`config.mk`:
```
export PLATFORM = sky130hd
export DESIGN_NAME = fp_div_result_buf
export DESIGN_NICKNAME = d
export VERILOG_FILES = /design/src/rtl/fp_div_pkg.sv /design/src/rtl/fp_sync_fifo.sv /design/src/rtl/fp_div_result_buf.sv
export SDC_FILE = /design/constraint.sdc
export NUM_CORES = 1
export LEC_CHECK = 0
export ABC_AREA = 1
export CAP_MARGIN = 15
export CORE_ASPECT_RATIO = 0.7
export CORE_MARGIN = 2
export CORE_UTILIZATION = 40
export CTS_BUF_LIST = sky130_fd_sc_hd__clkbuf_8
export CTS_CLUSTER_SIZE = 12
export DETAILED_ROUTE_END_ITERATION = 16
export GPL_ROUTABILITY_DRIVEN = 0
export PLACE_DENSITY = 0.57
export SLEW_MARGIN = 40
export SYNTH_ARGS = -nofsm -noshare
export SYNTH_HDL_FRONTEND = slang
export SYNTH_SLANG_ARGS = --single-unit
export TNS_END_PERCENT = 5
```
`constraint.sdc`:
```
create_clock -name clk -period 7.1 [get_ports clk]
set_clock_uncertainty 0.05 [all_clocks]
set_input_delay 1.42 -clock clk [delete_from_list [all_inputs] [get_ports clk]]
set_output_delay 1.42 -clock clk [all_outputs]
set_load 0.01 [all_outputs]
```
`src/rtl/fp_div_pkg.sv`:
```
// Shared constants and helpers for the FP32 divider result path.
// Exports DIV_LAT, FP_W and cnt_w() (credit counter width).
package fp_div_pkg;

    localparam int DIV_LAT = 8;
    localparam int FP_W    = 32;

    // Width needed to hold 0..depth inclusive.
    function automatic int cnt_w(input int depth);
        return $clog2(depth) + 1;
    endfunction

endpackage

```
`src/rtl/fp_sync_fifo.sv`:
```
// Synchronous FIFO with registered pointers and combinational read.
// Ports: clk, rst, push, pop, din -> dout (raw head), full, empty, occ.
module fp_sync_fifo #(
    parameter int DEPTH = 16,
    parameter int WIDTH = 32
) (
    input  logic                   clk,
    input  logic                   rst,
    input  logic                   push,
    input  logic                   pop,
    input  logic [WIDTH-1:0]       din,
    output logic [WIDTH-1:0]       dout,
    output logic                   full,
    output logic                   empty,
    output logic [$clog2(DEPTH):0] occ
);

    localparam int AW = $clog2(DEPTH);
    localparam logic [AW:0] FULL_OCC = (AW + 1)'(DEPTH);

    logic [AW-1:0]    wr_ptr_q, wr_ptr_d;
    logic [AW-1:0]    rd_ptr_q, rd_ptr_d;
    logic [AW:0]      occ_q, occ_d;
    logic [WIDTH-1:0] mem_q [DEPTH];
    logic             do_push, do_pop;

    assign empty = (occ_q == '0);
    assign full  = (occ_q == FULL_OCC);
    assign occ   = occ_q;
    assign dout  = mem_q[rd_ptr_q];

    // When full, a simultaneous pop frees the slot the push lands in
    // (wr_ptr == rd_ptr); the head is read before the edge overwrites it.
    assign do_pop  = pop & ~empty;
    assign do_push = push & (~full | do_pop);

    always_comb begin
        wr_ptr_d = wr_ptr_q;
        rd_ptr_d = rd_ptr_q;
        occ_d    = occ_q;
        if (do_push) wr_ptr_d = wr_ptr_q + AW'(1);
        if (do_pop)  rd_ptr_d = rd_ptr_q + AW'(1);
        case ({do_push, do_pop})
            2'b10:   occ_d = occ_q + (AW + 1)'(1);
            2'b01:   occ_d = occ_q - (AW + 1)'(1);
            default: occ_d = occ_q;
        endcase
    end

    always_ff @(posedge clk or posedge rst) begin
        if (rst) begin
            wr_ptr_q <= '0;
            rd_ptr_q <= '0;
            occ_q    <= '0;
        end else begin
            wr_ptr_q <= wr_ptr_d;
            rd_ptr_q <= rd_ptr_d;
            occ_q    <= occ_d;
        end
    end

    always_ff @(posedge clk) begin
        if (do_push) mem_q[wr_ptr_q] <= din;
    end

endmodule

```
`src/rtl/fp_div_result_buf.sv`:
```
// Result buffer and issue-credit tracker behind the fixed-latency divider.
// Ports: en/issue/res_vld/res_data in; out_vld/out_data/out_rdy handshake;
// can_issue, count (outstanding ops) and sticky err out.
module fp_div_result_buf
    import fp_div_pkg::*;
#(
    parameter int DEPTH = 16,
    parameter int WIDTH = FP_W
) (
    input  logic                     clk,
    input  logic                     rst,
    input  logic                     en,
    input  logic                     issue,
    input  logic                     res_vld,
    input  logic [WIDTH-1:0]         res_data,
    output logic                     out_vld,
    input  logic                     out_rdy,
    output logic [WIDTH-1:0]         out_data,
    output logic                     can_issue,
    output logic [cnt_w(DEPTH)-1:0]  count,
    output logic                     err
);

    localparam int CW = cnt_w(DEPTH);
    localparam logic [CW-1:0] CMAX = CW'(DEPTH);

    logic             push, pop, iss;
    logic             full, empty;
    logic [WIDTH-1:0] head;
    logic [CW-1:0]    occ;
    logic [CW-1:0]    count_q, count_d;
    logic             err_q, err_d;

    // Output side ignores en so the consumer can drain a frozen divider.
    assign push = res_vld & en;
    assign iss  = issue & en;
    assign pop  = out_vld & out_rdy;

    fp_sync_fifo #(
        .DEPTH (DEPTH),
        .WIDTH (WIDTH)
    ) u_fifo (
        .clk   (clk),
        .rst   (rst),
        .push  (push),
        .pop   (pop),
        .din   (res_data),
        .dout  (head),
        .full  (full),
        .empty (empty),
        .occ   (occ)
    );

    assign out_vld   = (occ != '0);
    assign out_data  = empty ? '0 : head;
    assign can_issue = (count_q < CMAX);
    assign count     = count_q;
    assign err       = err_q;

    always_comb begin
        count_d = count_q;
        err_d   = err_q;
        // Issuing without credit or overflowing the buffer is a protocol error.
        if (iss && count_q == CMAX)  err_d = 1'b1;
        if (push && full && !pop)    err_d = 1'b1;
        case ({iss, pop})
            2'b10: if (count_q != CMAX) count_d = count_q + CW'(1);
            2'b01: if (count_q != '0)   count_d = count_q - CW'(1);
            default: count_d = count_q;
        endcase
    end

    always_ff @(posedge clk or posedge rst) begin
        if (rst) begin
            count_q <= '0;
            err_q   <= 1'b0;
        end else begin
            count_q <= count_d;
            err_q   <= err_d;
        end
    end

endmodule

```
Word level (Yosys, flattened, before mapping)
Memory sizes are Yosys's and may differ from the RTL's.
Index checks and enable logic that the tools add are counted.
{"block": "word_totals", "mem_bits_rw": 512, "mem_count": 1, "ff_bits": 19, "inputBits": 38}
{"block": "classes", "muxes": 9, "n_eq_ne": 9, "order_cmp": 1, "add_sub_neg": 6, "n_bitwise": 8, "n_reduce_logical": 11}
{"memory": "u_fifo.mem_q", "depth": 16, "word_bits": 32, "rd": 1, "rd_clocked_by_memory_dff": 0, "write_ports": 1, "line": "fp_sync_fifo.sv:24", "rtl": "logic [WIDTH-1:0] mem_q [DEPTH];"}
{"op": "two-way mux 32 bit", "count": 1}
{"op": "one-hot mux 5 bit (2 select lines)", "count": 2}
{"op": "adder 5 x 1 -> 5 bit, second input constant", "count": 2}
{"op": "equality test 5 bit, second input constant", "count": 2}
{"op": "two-way mux 5 bit", "count": 2}
{"op": "nonzero test 5 bit", "count": 2}
{"op": "subtractor 5 x 1 -> 5 bit, second input constant", "count": 2}
{"op": "adder 4 x 1 -> 4 bit, second input constant", "count": 2}
{"op": "nonzero test 2 bit", "count": 3}
{"op": "bitwise AND 1 bit", "count": 5}
{"op": "logical NOT 5 bit", "count": 1}
{"op": "< comparator 5 bit, second input constant", "count": 1}
{"op": "inequality test 5 bit, second input constant", "count": 1}
{"op": "equality test 2 x 1 -> 1 bit, second input constant", "count": 2}
{"op": "equality test 2 bit, second input constant", "count": 2}
{"op": "two-way mux 1 bit", "count": 4}
{"op": "inequality test 2 bit, second input constant", "count": 2}
{"op": "logical AND 1 bit", "count": 3}
{"op": "AND reduction 3 bit", "count": 1}
{"op": "NOT 1 bit", "count": 2}
{"op": "logical NOT 1 bit", "count": 1}
{"op": "bitwise OR 1 bit", "count": 1}

Depth between registers and ports, before layout
{"block": "logic_depth", "ltp_word": 7, "ltp_mapped": 16, "ltp_nobuf": 16}

Cells and area by module
A second synthesis with hierarchy kept.
{"block": "unflattened", "hier_cells": 1735, "hier_area_um2": 21733.3}
{"mod": "fp_sync_fifo", "cells_per_inst": 1594, "area_each_um2": 20912.6, "instances": 1, "seq_area_each_um2": 15700.1}
{"mod": "fp_div_result_buf", "cells_per_inst": 141, "area_each_um2": 820.8, "instances": 1, "seq_area_each_um2": 150.1}

Least setup slack after synthesis
OpenSTA, ideal clock, no wires.
{"block": "synth_timing", "kind": "input to register", "start": "in en", "end": "mem u_fifo.mem_q[11][0], enable pin", "n_path_buf": 0, "stages": 4, "setup_slack_ns": 2.508, "required_time_ns": 6.589, "arrival_time_ns": 4.081, "path_cell_list": "nand2_1 nor2_2 inv_1 nor3_1"}
{"block": "synth_between", "elab_chain_len": 4}
{"item": "start, declared", "line": "fp_div_result_buf.sv:12", "rtl": "input logic en,"}
{"item": "bitwise AND 1 bit", "line": "fp_div_result_buf.sv:35", "rtl": "assign push = res_vld & en;"}
{"item": "bitwise AND 1 bit", "line": "fp_sync_fifo.sv:35", "rtl": "assign do_push = push & (~full | do_pop);"}
{"item": "two-way mux 1 bit", "line": "fp_sync_fifo.sv:63", "rtl": "if (do_push) mem_q[wr_ptr_q] <= din;"}
{"item": "two-way mux 1 bit (not written as such)", "line": "fp_sync_fifo.sv:63"}
{"item": "end, declared", "line": "fp_sync_fifo.sv:24"}
No other way between the ends.

Final worst setup path
{"block": "layout_timing", "start": "reg u_fifo.rd_ptr_q[0]", "end": "out out_data[22]"}
{"block": "layout_between", "elab_chain_len": 2}
{"item": "start, declared", "line": "fp_sync_fifo.sv:22", "rtl": "logic [AW-1:0] rd_ptr_q, rd_ptr_d;"}
{"item": "start signal, assigned", "line": "fp_sync_fifo.sv:57", "rtl": "rd_ptr_q <= rd_ptr_d;"}
{"item": "memory (16 x 32 bit)"}
{"item": "two-way mux 32 bit", "line": "fp_div_result_buf.sv:55", "rtl": "assign out_data = empty ? '0 : head;"}
{"item": "end, declared", "line": "fp_div_result_buf.sv:18", "rtl": "output logic [WIDTH-1:0] out_data,"}
No other way between the ends.

==> impl_results.md <==
* Via density per instance at 5.157
* Post-route ant nets at 0
* Crit end category: primary output
* CTS tree: done
* Clock sink total at 531
* Combinational Power Share at 36.8%
* Period utilisation layout at 77.18%
* GR peak layer: met2
* FF+latch area at 15860 um^2
* Final Setup Violations at 0
* CP Launch Type: flop
* Max-slew violations at 0
* CP required at 5.63 ns
* CP Class: reg -> out
* Max VDD drop at 0.2780 mV
* Tmin final at 5.480 ns
* Crit path max fanout at 113
* GRT Util Overall at 20.08%
* Commonest non-fill, non-tap cells in the layout: nand2_1, edfxtp_1, nand3_1, clkbuf_8, clkdlybuf4s50_1
* Leak at 9.032 nW
* Antenna violations before repair at 2
* Sw frac at 38.57%
* Max Clk Rate at 182.5 MHz
* Met1 Usage GRT at 29.10%
* Worst path bufs/invs at 3
* Post-Syn Nets at 1900
* Top cells by area, synth: edfxtp_1, nand2_1, nand3_1, dfrtp_1, buf_4
* Outcome: finished, final reports clean
* Hold Violations, Final at 0
* WL final at 56.50 mm
* Relative slew margins at 42.91%
* 1st-iter DRT viols at 1272
* DRC Markers at 0
* Hold buffers post-CTS at 0
* Sequential power share at 39.5%
* Post-synth top area cell: edfxtp_1
* Synthesis Warnings at 0
* Post-synthesis register bit count at 531
* Mapped Avg Cell Area at 11.79 um^2
* Slew @ Worst Pin at 0.8563 ns
* Layout cells sized above 1 at 8.526%
* Area of the die at 56430 um^2
* Share of the yosys chip area belonging to registers at 72.68%
* Clock tree buffer depth at 3
* RSZ-0062 raised after global routing: no
* R2R setup slack at 4.20 ns
* GRT met2 Usage at 31.26%
* Vias in the first global route at 13.72k
* Syn Inst Count at 1849
* Final worst slack at 1.620 ns
* ANT cells at 0
* Area Overhead vs Synth at 13.80%
* Post-CTS Setup Repair Bufs at 0
* Yosys top cell area share at 70.50%
* Sw Pwr at 0.003776 W
* Clk pin slew, worst setup/hold paths at 0.06 ns
* Commonest non-fill, non-tap cell in the layout: nand2_1
* Detailed placer's ending HPWL at 28.80 mm
* Core Box Area at 53830 um^2
* CTS H-Tree Depth at 3
* Pre-CTS setup slack at 2.306 ns
* Setup TNS at 0 ns
* Clock power frac at 23.7%
* CP max stage cell: dfrtp_4
* Worst EP arrival at 4.01 ns
* Power per cell area at 394.5 nW/um^2
* Critical path cell sequence: inv_8, buf_4, nand2_1, nand3_1, nand3_1, nand2_1, nand2_1, a21oi_1, clkdlybuf4s50_1
* IO Pins at 78
* Yosys cell types at 29
* CTS resizes at 0
* Min-Delay Path Class: reg -> reg
* Cell mode on critical path: nand2_1
* Via count at 14.05k
* Clk_lat worst skew at 0.63 ns
* GR Util met3 at 3.596%
* Root buffer cell: clkbuf_8
* Drt pass-1 iters at 7
* # fillers at 4912
* Total CTS buffers at 83
* WL/cell at 20.74 um
* First-pass GRT wire length at 85.79 mm
* CP delay by family, top: buffers and inverters
* Row count at 71
* Pin count of the biggest net entering global routing at 114
* Nets at 1989
* Die W at 283.1 um
* Max cap viols at 0
* Grt ovf at 0
* Mapped Area at 21810 um^2
* P_int at 0.006015 W
* Port Buffers at 77
* Area of the multi-input gates at 5326 um^2
* Die Y at 199.4 um
* Max stage delay on crit path at 0.76 ns
* Util after Layout at 46.10%
* Initial Utilization at 40.51%
[sequential cells by signal, indices dropped and copies added (netlist names)]
signal,count
u_fifo.occ,5
err,1
u_fifo.mem_q,512
count,5
u_fifo.wr_ptr_q,4
u_fifo.rd_ptr_q,4
[metal layers]
metal  vias up  wire, um
met5         -        27
met4         4      1087
met3        83      3320
met2       445     25260
met1      6875     26810
li1       6642         -
[worst paths after layout]
check | startpoint | end | cells after the start
setup / recovery | u_fifo.rd_ptr_q[0]$_DFFE_PP0P_ | out_data[22] | 9
setup reg to reg | u_fifo.occ[0]$_DFFE_PP0P_ | u_fifo.mem_q[0][3]$_DFFE_PP_ | 7
hold reg to reg | err$_DFFE_PP0P_ | err$_DFFE_PP0P_ | 2
min in group asynchronous | rst | u_fifo.wr_ptr_q[3]$_DFFE_PP0P_ | 2
hold / removal | err$_DFFE_PP0P_ | err$_DFFE_PP0P_ | 2
max in group asynchronous | rst | u_fifo.rd_ptr_q[0]$_DFFE_PP0P_ | 2
[synthesized netlist by cell type, drive strengths merged]
library cell and number:
nand3b 1, xnor2 2, xor2 11, dfrtp 19, clkbuf 15, fa 1, inv 30, buf 94
a21boi 1, nor2 20, o21ai 10, a21oi 35, ha 12, a31oi 1, nor3 3, nand3 396
o21bai 1, nand2 683, edfxtp 512, nand4 2
[metrics by stage]
| stage | instance area (um^2) | power, W | cells | hold slack (ns) |
|---|---|---|---|---|
| after global placement | 23220 | 0.007514 | 2577 | 0.4324 |
| final | 24820 | 0.009791 | 2724 | 0.4590 |
| after detailed placement | 23340 | 0.007556 | 2582 | 0.4383 |
| after floorplan | 21810 | 0.006219 | 1849 | 0.4281 |
| after global routing | 24820 | 0.01041 | 2724 | 0.4687 |
| after CTS | 24790 | 0.009881 | 2723 | 0.4500 |
[final cells by class]
class,instances,share of cell area (%)
inverter,30,0.5142
sequential,531,63.92
clock inverter,54,0.9932
clock buffer,87,4.825
tap,730,3.680
timing repair buffer,113,4.608
multi-input combinational,1179,21.46
[cell families after synthesis]
family / after synthesis / synth area share [%]
XOR/XNOR: 13 / 0.5221
AO/OA/AOI/OAI: 48 / 1.148
AND/OR/NAND/NOR: 1105 / 21.42
flip-flops: 531 / 72.68
adder cells (fa/ha/maj): 13 / 0.7803
buffers and inverters: 139 / 3.448
[worst min-delay path, delay by kind of cell, from the launching register on]
kind,cells,cell delay [ns]
DFF,1,0.36
AOI/OAI and AO/OA,2,0.11
[power groups by stage]
stage / combinational, W / sequential (W) / clock (W)
after floorplan: 0.00244 / 0.00378 / 0
after global placement: 0.00359 / 0.00392 / 0
after detailed placement: 0.00362 / 0.00393 / 0
after CTS: 0.00364 / 0.00387 / 0.00237
after global routing: 0.00402 / 0.00389 / 0.00250
final: 0.00360 / 0.00387 / 0.00232
No activity file was read; power rests on OpenSTA's default activity.
